### src/rtl/jtag_master.sv
// rtl/jtag_master.sv - host-side JTAG master driving a target TAP through reset, IR and DR scans
//
// Generates tck/tms/tdi, samples tdo and keeps a 4-bit mirror of the target TAP state
// (0 TLR, 1 RTI, 2 SelDR, 3 CapDR, 4 ShDR, 5 Ex1DR, 6 PDR, 7 Ex2DR, 8 UpDR,
//  9 SelIR, 10 CapIR, 11 ShIR, 12 Ex1IR, 13 PIR, 14 Ex2IR, 15 UpIR).
// Optional feature macro: JTAG_MASTER_RTI_EN adds cmd_rti (extra RTI TCK cycles per command).
//
// Ports:
//   clk                 system clock
//   tap_por             asynchronous active-low reset
//   cmd_valid/ready     command handshake (ready only while idle in RTI)
//   cmd_rst             1 = TAP reset sequence, overrides the scan fields
//   cmd_ir              1 = IR scan, 0 = DR scan
//   cmd_len             scan length in bits, clamped to MAX_LEN
//   cmd_data            TDI bits, LSB shifted first
//   cmd_rti             (JTAG_MASTER_RTI_EN only) extra RTI cycles after the command
//   rsp_valid           one-clk completion pulse
//   rsp_data            captured TDO, first bit at [0], held until the next accept
//   busy                inverse of cmd_ready
//   tck/tms/tdi/tdo     JTAG pins
//   tstate              mirrored TAP state
module jtag_master #(
   parameter int MAX_LEN = 32,
   parameter int DIV     = 2,
   parameter int LEN_W   = $clog2(MAX_LEN + 1)
) (
   input  logic               clk,
   input  logic               tap_por,
   input  logic               cmd_valid,
   output logic               cmd_ready,
   input  logic               cmd_rst,
   input  logic               cmd_ir,
   input  logic [LEN_W-1:0]   cmd_len,
   input  logic [MAX_LEN-1:0] cmd_data,
`ifdef JTAG_MASTER_RTI_EN
   input  logic [7:0]         cmd_rti,
`endif
   output logic               rsp_valid,
   output logic [MAX_LEN-1:0] rsp_data,
   output logic               busy,
   output logic               tck,
   output logic               tms,
   output logic               tdi,
   input  logic               tdo,
   output logic [3:0]         tstate
);

   localparam int DW = (DIV > 1) ? $clog2(DIV) : 1;
   localparam int CW = $clog2(MAX_LEN + 6 + 256);

   localparam logic [3:0] TLR = 4'd0,  RTI = 4'd1,  SEL_DR = 4'd2,  CAP_DR = 4'd3;
   localparam logic [3:0] SH_DR = 4'd4, EX1_DR = 4'd5, P_DR = 4'd6, EX2_DR = 4'd7;
   localparam logic [3:0] UP_DR = 4'd8, SEL_IR = 4'd9, CAP_IR = 4'd10, SH_IR = 4'd11;
   localparam logic [3:0] EX1_IR = 4'd12, P_IR = 4'd13, EX2_IR = 4'd14, UP_IR = 4'd15;

   typedef enum logic [1:0] {ST_INIT, ST_READY, ST_RUN, ST_DONE} state_t;

   state_t             state;
   logic [DW-1:0]      div_cnt;
   logic [CW-1:0]      cyc;       // index of the current TCK cycle
   logic [CW-1:0]      tot;       // TCK cycles in the current sequence
   logic               rst_q;     // current sequence is the fixed reset walk
   logic               ir_q;
   logic [LEN_W-1:0]   rem;       // shift bits still to go
   logic [MAX_LEN-1:0] data_q;    // remaining TDI bits, next one at [0]
   logic [MAX_LEN-1:0] bit_mask;  // rsp_data position of the next captured bit

   logic [LEN_W-1:0]   len_c;
   logic [CW-1:0]      rti_ext;
   logic [CW-1:0]      tot_cyc;

`ifdef JTAG_MASTER_RTI_EN
   assign rti_ext = CW'(cmd_rti);
`else
   assign rti_ext = '0;
`endif

   always_comb begin
      len_c   = (cmd_len > LEN_W'(MAX_LEN)) ? LEN_W'(MAX_LEN) : cmd_len;
      tot_cyc = (cmd_rst ? CW'(6) : CW'(len_c) + CW'(5) + CW'(cmd_ir)) + rti_ext;
   end

   assign busy = ~cmd_ready;

   function automatic logic [3:0] tap_next(input logic [3:0] s, input logic m);
      case (s)
         TLR:    tap_next = m ? TLR    : RTI;
         RTI:    tap_next = m ? SEL_DR : RTI;
         SEL_DR: tap_next = m ? SEL_IR : CAP_DR;
         CAP_DR: tap_next = m ? EX1_DR : SH_DR;
         SH_DR:  tap_next = m ? EX1_DR : SH_DR;
         EX1_DR: tap_next = m ? UP_DR  : P_DR;
         P_DR:   tap_next = m ? EX2_DR : P_DR;
         EX2_DR: tap_next = m ? UP_DR  : SH_DR;
         UP_DR:  tap_next = m ? SEL_DR : RTI;
         SEL_IR: tap_next = m ? TLR    : CAP_IR;
         CAP_IR: tap_next = m ? EX1_IR : SH_IR;
         SH_IR:  tap_next = m ? EX1_IR : SH_IR;
         EX1_IR: tap_next = m ? UP_IR  : P_IR;
         P_IR:   tap_next = m ? EX2_IR : P_IR;
         EX2_IR: tap_next = m ? UP_IR  : SH_IR;
         default: tap_next = m ? SEL_DR : RTI;
      endcase
   endfunction

   function automatic logic is_shift(input logic [3:0] s);
      is_shift = (s == SH_DR) || (s == SH_IR);
   endfunction

   // TMS for the TCK cycle spent in state s (scans only). RTI here means the
   // scan is complete, so any remaining cycles idle there.
   function automatic logic scan_tms(input logic [3:0] s, input logic ir, input logic [LEN_W-1:0] r);
      case (s)
         SEL_DR:                 scan_tms = ir;
         CAP_DR, CAP_IR:         scan_tms = (r == '0);
         SH_DR, SH_IR:           scan_tms = (r == LEN_W'(1));
         EX1_DR, EX1_IR, P_DR,
         P_IR, EX2_DR, EX2_IR:   scan_tms = 1'b1;
         default:                scan_tms = 1'b0;
      endcase
   endfunction

   always_ff @(posedge clk or negedge tap_por) begin
      if (!tap_por) begin
         state     <= ST_INIT;
         tck       <= 1'b0;
         tms       <= 1'b1;
         tdi       <= 1'b0;
         cmd_ready <= 1'b0;
         rsp_valid <= 1'b0;
         rsp_data  <= '0;
         tstate    <= TLR;
         div_cnt   <= '0;
         cyc       <= '0;
         tot       <= CW'(6);
         rst_q     <= 1'b1;
         ir_q      <= 1'b0;
         rem       <= '0;
         data_q    <= '0;
         bit_mask  <= '0;
      end else begin
         rsp_valid <= 1'b0;
         case (state)
            ST_READY, ST_DONE: begin
               state <= ST_READY;
               if (cmd_valid) begin
                  // The accept edge is also the start of the first TCK cycle.
                  state     <= ST_RUN;
                  cmd_ready <= 1'b0;
                  rsp_data  <= '0;
                  div_cnt   <= '0;
                  cyc       <= '0;
                  tot       <= tot_cyc;
                  rst_q     <= cmd_rst;
                  ir_q      <= cmd_ir;
                  rem       <= cmd_rst ? '0 : len_c;
                  data_q    <= cmd_data;
                  bit_mask  <= MAX_LEN'(1);
                  tms       <= 1'b1;
                  tdi       <= 1'b0;
               end
            end
            default: begin
               if (div_cnt != DW'(DIV - 1)) begin
                  div_cnt <= div_cnt + 1'b1;
               end else begin
                  div_cnt <= '0;
                  if (!tck) begin
                     tck    <= 1'b1;
                     tstate <= tap_next(tstate, tms);
                     if (is_shift(tstate)) begin
                        if (tdo) rsp_data <= rsp_data | bit_mask;
                        bit_mask <= bit_mask << 1;
                        data_q   <= data_q >> 1;
                        rem      <= rem - 1'b1;
                     end
                  end else begin
                     tck <= 1'b0;
                     if (cyc == tot - 1'b1) begin
                        tms       <= 1'b0;
                        tdi       <= 1'b0;
                        cyc       <= '0;
                        cmd_ready <= 1'b1;
                        if (state == ST_RUN) begin
                           state     <= ST_DONE;
                           rsp_valid <= 1'b1;
                        end else begin
                           state <= ST_READY;
                        end
                     end else begin
                        cyc <= cyc + 1'b1;
                        tms <= rst_q ? (cyc + 1'b1 < CW'(5)) : scan_tms(tstate, ir_q, rem);
                        tdi <= is_shift(tstate) ? data_q[0] : 1'b0;
                     end
                  end
               end
            end
         endcase
      end
   end

endmodule

### config.mk
export PLATFORM = sky130hd
export DESIGN_NAME = jtag_master
export DESIGN_NICKNAME = d
export VERILOG_FILES = /design/src/rtl/jtag_master.sv
export SDC_FILE = /design/constraint.sdc
export NUM_CORES = 1
export LEC_CHECK = 0
export BUFFER_PORTS_ARGS = -buffer_cell sky130_fd_sc_hd__buf_2
export CAP_MARGIN = 20
export CORE_MARGIN = 3
export CORE_UTILIZATION = 45
export DETAILED_ROUTE_END_ITERATION = 7
export PLACE_DENSITY = 0.72
export SLEW_MARGIN = 40
export SYNTH_ARGS = -nofsm -noshare
export SYNTH_HDL_FRONTEND = slang
export SYNTH_SLANG_ARGS = --single-unit
### constraint.sdc
create_clock -name clk -period 3.4 [get_ports clk]
set_input_delay 0.51 -clock clk [delete_from_list [all_inputs] [get_ports clk]]
set_output_delay 0.51 -clock clk [all_outputs]
set_load 0.01 [all_outputs]
; ---- Yosys cells after proc, flatten, opt, wreduce, memory -nomap -nowiden
; Index checks and enable logic that the tools add are counted.
[word_totals]
reg_bits = 134
latch_bits = 0
mem_bits_rw = 0
rom_bits = 0
input_bits = 44
output_inout_bits = 42
elab_cells = 142
mem_count = 0
[op_classes]
add_sub_neg = 6
multipliers = 0
div = 0
order_cmp = 2
n_eq_ne = 19
shift = 0
n_mux = 73
bitwise_logic = 4
reduce_logical = 22
[op_table]
columns = cell, count
row1 = two-way mux 32 bit, 16
row2 = two-way mux 9 bit, 5
row3 = one-hot mux 4 bit (11 select lines), 1
row4 = two-way mux 6 bit, 7
row5 = bitwise OR 32 bit, 1
row6 = two-way mux 1 bit, 27
row7 = "== test 4 bit, second input constant", 6
row8 = two-way mux 2 bit, 9
row9 = "== test 4 x 3 -> 1 bit, second input constant", 4
row10 = two-way mux 4 bit, 4
row11 = nonzero test 2 bit, 5
row12 = OR reduction 2 bit, 5
row13 = "adder 9 x 1 -> 9 bit, second input constant", 1
row14 = == test 9 bit, 1
row15 = "< comparator 9 x 3 -> 1 bit, second input constant", 1
row16 = AND reduction 3 bit, 3
row17 = "subtractor 9 x 1 -> 9 bit, second input constant", 1
row18 = adder 7 x 1 -> 8 bit, 1
row19 = "== test 4 x 2 -> 1 bit, second input constant", 2
row20 = two-way mux 8 bit, 1
row21 = AND reduction 4 bit, 2
row22 = "adder 6 x 3 -> 7 bit, second input constant", 1
row23 = "== test 6 x 1 -> 1 bit, second input constant", 1
row24 = "greater-than comparator 6 bit, second input constant", 1
row25 = other kinds (15), 20

; ---- Logic depth before layout (Yosys ltp)
[logic_depth]
word_depth = 8
ltp_mapped = 10
ltp_nobuf = 9

; ---- Worst setup path before layout
; No wires, ideal clock.
[synth_path]
path_kind = register -> register
start = register tot[0]
end = register cyc[6]
setup_time_ns = 0.121
arrival_ns = 2.151
required_ns = 3.279
slack_ns = 1.128
stages_incl_launch_ff = 9
period_less_slack_ns = 2.272
path_cell_list = dfrtp_1 -> inv_1 -> ha_1 -> or4b_4 -> or3_1 -> nand3_1 -> a31o_4 -> o21ai_2 -> a22o_1
[synth_between]
elab_chain_len = 6
[synth_rtl]
columns = item, line
row1 = "start, declared", 61  ; logic [CW-1:0] tot;
row2 = "start signal, assigned", 153  ; tot <= tot_cyc;
row3 = subtractor 9 x 1 -> 9 bit, 179  ; if (cyc == tot - 1'b1) begin
row4 = == test 9 bit, 179
row5 = two-way mux 9 bit, 179
row6 = two-way mux 9 bit, 168  ; if (!tck) begin
row7 = two-way mux 9 bit, 164  ; if (div_cnt != DW'(DIV - 1)) begin
row8 = two-way mux 9 bit, 143  ; case (state)
row9 = "end signal, assigned", 191  ; cyc <= cyc + 1'b1;
row10 = "end, declared", 60  ; logic [CW-1:0] cyc;
; No other way between the ends. The select of a mux whose other input is x is not followed.
; A chain may end at the register's enable or synchronous reset.

; ---- Worst setup path after layout
[layout_path]
start = register tstate[0]
end = register data_q[12]
[layout_between]
elab_chain_len = 4
[layout_rtl]
columns = item, line
row1 = "start, declared", 45  ; output logic [3:0] tstate
row2 = "start signal, assigned", 170  ; tstate <= tap_next(tstate, tms);
row3 = == test 4 x 3 -> 1 bit or == test 4 bit (tied branches), 107  ; is_shift = (s == SH_DR) || (s == SH_IR);
row4 = logical OR 1 bit (*), 107
row5 = nonzero test 2 bit (no line) (*), n/a
row6 = AND reduction 4 bit (no line) (*), n/a
row7 = "end signal, assigned", 157  ; data_q <= cmd_data;
row8 = "end signal, assigned", 174  ; data_q <= data_q >> 1;
row9 = "end, declared", 65  ; logic [MAX_LEN-1:0] data_q;
; Mark *: on every way between the ends. The rest lies on a longest branch, timed or not.

==> reports/metrics.csv <==
stage,metric,value,unit
run_status,status,"complete, no violations",
timing,endpoints failing hold,0,
floorplan,core box area,13500,um2
placement,pre-CTS setup slack,0.940,ns
worst_setup_path,reg2reg start,tstate[0],
placement,I/O Buffers,85,
clock_tree,TritonCTS clock tree,yes,
synthesis,Yosys top cell area share,50.9,%
placement,GP Congestion,0.875,
drt,via count,5108,
timing,RSZ-0062 raised after global routing,no,
worst_setup_path,CP endpoint kind,flip-flop,
global_routing,initial antenna violation count,0,
cells_and_area,final non-filler cell total,941,
timing,fin. max-slew vios,0,
power,Clock Power Share,53.3,%
power,Psw,698,uW
clock_tree,Worst-Skew Late Latency,0.41,ns
clock_tree,total clock sinks,132,
worst_setup_path,Worst Setup EP,data_q[12],
worst_setup_path,worst path bufs/invs,1,
hold_path,Hold WC Path Type,primary input to asynchronous set/reset pin,
worst_setup_path,Worst Path Max Fanout,62,
worst_setup_path,critical-path cell list,nor4b_1 -> a31oi_1 -> o21ai_4 -> buf_4 -> nor2_1 -> a21oi_1,
worst_setup_path,Top delay family on crit path,compound AO/OA/AOI/OAI gates,
floorplan,starting density of the core,46.8,%
synthesis,"top cells by area, synth","dfrtp_1 51%, a21oi_1 6.7%, nand2_1 5.7%",
synthesis,synth warn,0,
timing,total negative setup slack,0,ns
synthesis,Yosys reg bits,132,
timing,min Tclk post-route,2.48,ns
timing,Rel. slew slack,50.5,%
drt,initial DRC count,361,
floorplan,Die Y,124,um
cells_and_area,number of diodes,0,
clock_tree,Num CTS Buffers,17,
floorplan,Die ar.,15400,um2
floorplan,die width,124,um
timing,count of final setup violators,0,
worst_setup_path,Crit path depth,6,
synthesis,synth unique cells,56,
worst_setup_path,Worst setup SP type,flip-flop,
power,peak supply drop,309,uV
synthesis,"EDFF count, synth",0,
worst_setup_path,worst endpoint data arrival time,2.81,ns
clock_tree,Root Driver,clkbuf_16,
synthesis,post-synthesis instance area,6300,um2
synthesis,"top cells by count, synth","128 x dfrtp_1, 95 x nand2_1, 93 x nor2_1",
synthesis,post-synth net total,739,
floorplan,Rows,42,
power,Cell Pwr Density,474,nW/um2
timing,final worst slack,0.920,ns
worst_setup_path,critical path class,flip-flop to flip-flop,
synthesis,sequential area share after synthesis,52.5,%
cells_and_area,growth of design area from synthesis to finish,18.5,%
cells_and_area,share of cells above drive strength 1,18.3,%
clock_tree,clk buf depth,2,
global_routing,first-pass GRT wire length,24600,um
power,LEAKAGE,3.46,nW
placement,Final HPWL DP,9510,um
clock_tree,Post-CTS Resized,0,
worst_setup_path,Critical R2R Capture,data_q[12],
worst_setup_path,peak per-stage delay on the critical path,0.60,ns
global_routing,largest net degree at the start of global routing,64,
synthesis,post-synth top area cell,dfrtp_1,
synthesis,asr flop ratio synth,100,%
drt,WL final,14300,um
power,logic gate share of total power,2.2,%
drt,wire per inst,15.2,um
synthesis,"Top FF cell, synth",dfrtp_1,
global_routing,GRT overflow,0,
worst_setup_path,Reg2Reg Depth,6,
worst_setup_path,"Data required, critical path",3.73,ns
synthesis,Avg Inst Size Synth,9.15,um2
job,max cap viols,0,
power,internal power,2.84,mW
timing,Worst Tran Pin Value,0.740,ns
floorplan,# IOs,86,
placement,number of instances in the placed design,909,
timing,Achievable Freq,0.403,GHz
worst_setup_path,CP max-delay cell,dfrtp_1,
drt,DR pass1 iterations,5,
timing,Hold Worst Slack,0.100,ns
worst_setup_path,Crit. Startpoint,tstate[0],
drt,antenna-violating nets left,0,
drt,drt drc,0,
synthesis,top-count cell post-synth,dfrtp_1,
cells_and_area,final instance area,7460,um2
power,Final Power,3.54,mW
clock_tree,CTS hold repair buffers,0,
global_routing,number of global-route vias before repair,5056,
clock_tree,clk slew on worst S/H paths,0.05,ns
worst_setup_path,reg2reg setup slack,0.92,ns
timing,Tcrit/Tclk final,72.9,%
drt,Via density,5.43,
power,Seq pwr share,44.5,%
synthesis,synthesized netlist cell count,688,
placement,"Cell Area, Placed",6850,um2
cells_and_area,Nets,803,
clock_tree,postcts setup bufs,0,
global_routing,overall routing resource usage,19.0,%
timing,Worst Skew,0.00474,ns
power,Net Sw Frac,19.7,%
clock_tree,H-tree depth,4,
cells_and_area,Finished Core Util,55.5,%
-- layout make-up --
class	count	area (um2)
Fill cell	1217	5990
Sequential cell	132	3310
Multi-Input combinational cell	497	2780
Timing Repair Buffer	94	508
Clock buffer	21	450
Tap cell	176	220
Clock inverter	11	158
Inverter	10	37.5
-- flip-flops by register name, indices dropped and copies added, names as in the netlist, named ones only --
signal     cells
bit_mask      32
cmd_ready      1
cyc            9
data_q        32
div_cnt        1
ir_q           1
rem            6
rsp_data      32
rsp_valid      1
rst_q          1
state          1
tck            1
tdi            1
tms            1
tot            7
tstate         4
-- cells in the final DEF, fill, tap and decap left out, types with 9 or more instances in the layout --
master       n
nand3_1     17
mux2i_1     34
nand2_1     94
dfrtp_1    127
buf_2       84
o21ai_0     54
a21oi_1     84
buf_4        9
nor3_1      10
inv_1       10
nor2_1      92
xnor2_1      9
clkbuf_16   17
-- worst min path at each step --
stage,startpoint,end,slack [ns]
CTS,tap_por,rsp_data[9],0.12
detailed placement,flip-flop,flip-flop,0.46
global placement,flip-flop,flip-flop,0.46
global route,tap_por,rsp_data[9],0.14
floorplan,tap_por,asynchronous set/reset pin,0.21
finish,tap_por,rsp_data[9],0.10
-- metal layers --
metal	global-route usage, %	vias up	wire length, um
met1	25.5	2445	6650
met5	0	-	0
met4	6.77	0	265
li1	-	2500	-
met2	30.3	137	6680
met3	4.55	26	691
-- kinds of logic (layout without fill, tap and decap cells) --
kind of cell    Yosys count  after routing  synth area share [%]
xor+xnor                 16             16                  2.23
simple gates            254            254                  17.7
mux                      34             34                  5.41
compound gates          185            185                  16.9
fa+ha+maj                 8              8                  1.55
flops                   132            132                  52.5
buf+inv                  59            136                  3.72
-- power groups by stage --
stage                     combinational (mW)  sequential [mW]  clock (mW)
after floorplan                       0.0124             1.60           0
after global placement                0.0791             1.60           0
after detailed placement              0.0804             1.60           0
after CTS                             0.0809             1.57        1.91
after global routing                  0.0896             1.57        1.99
final                                 0.0778             1.57        1.89
Note: power is estimated with default switching activity, not from simulation.
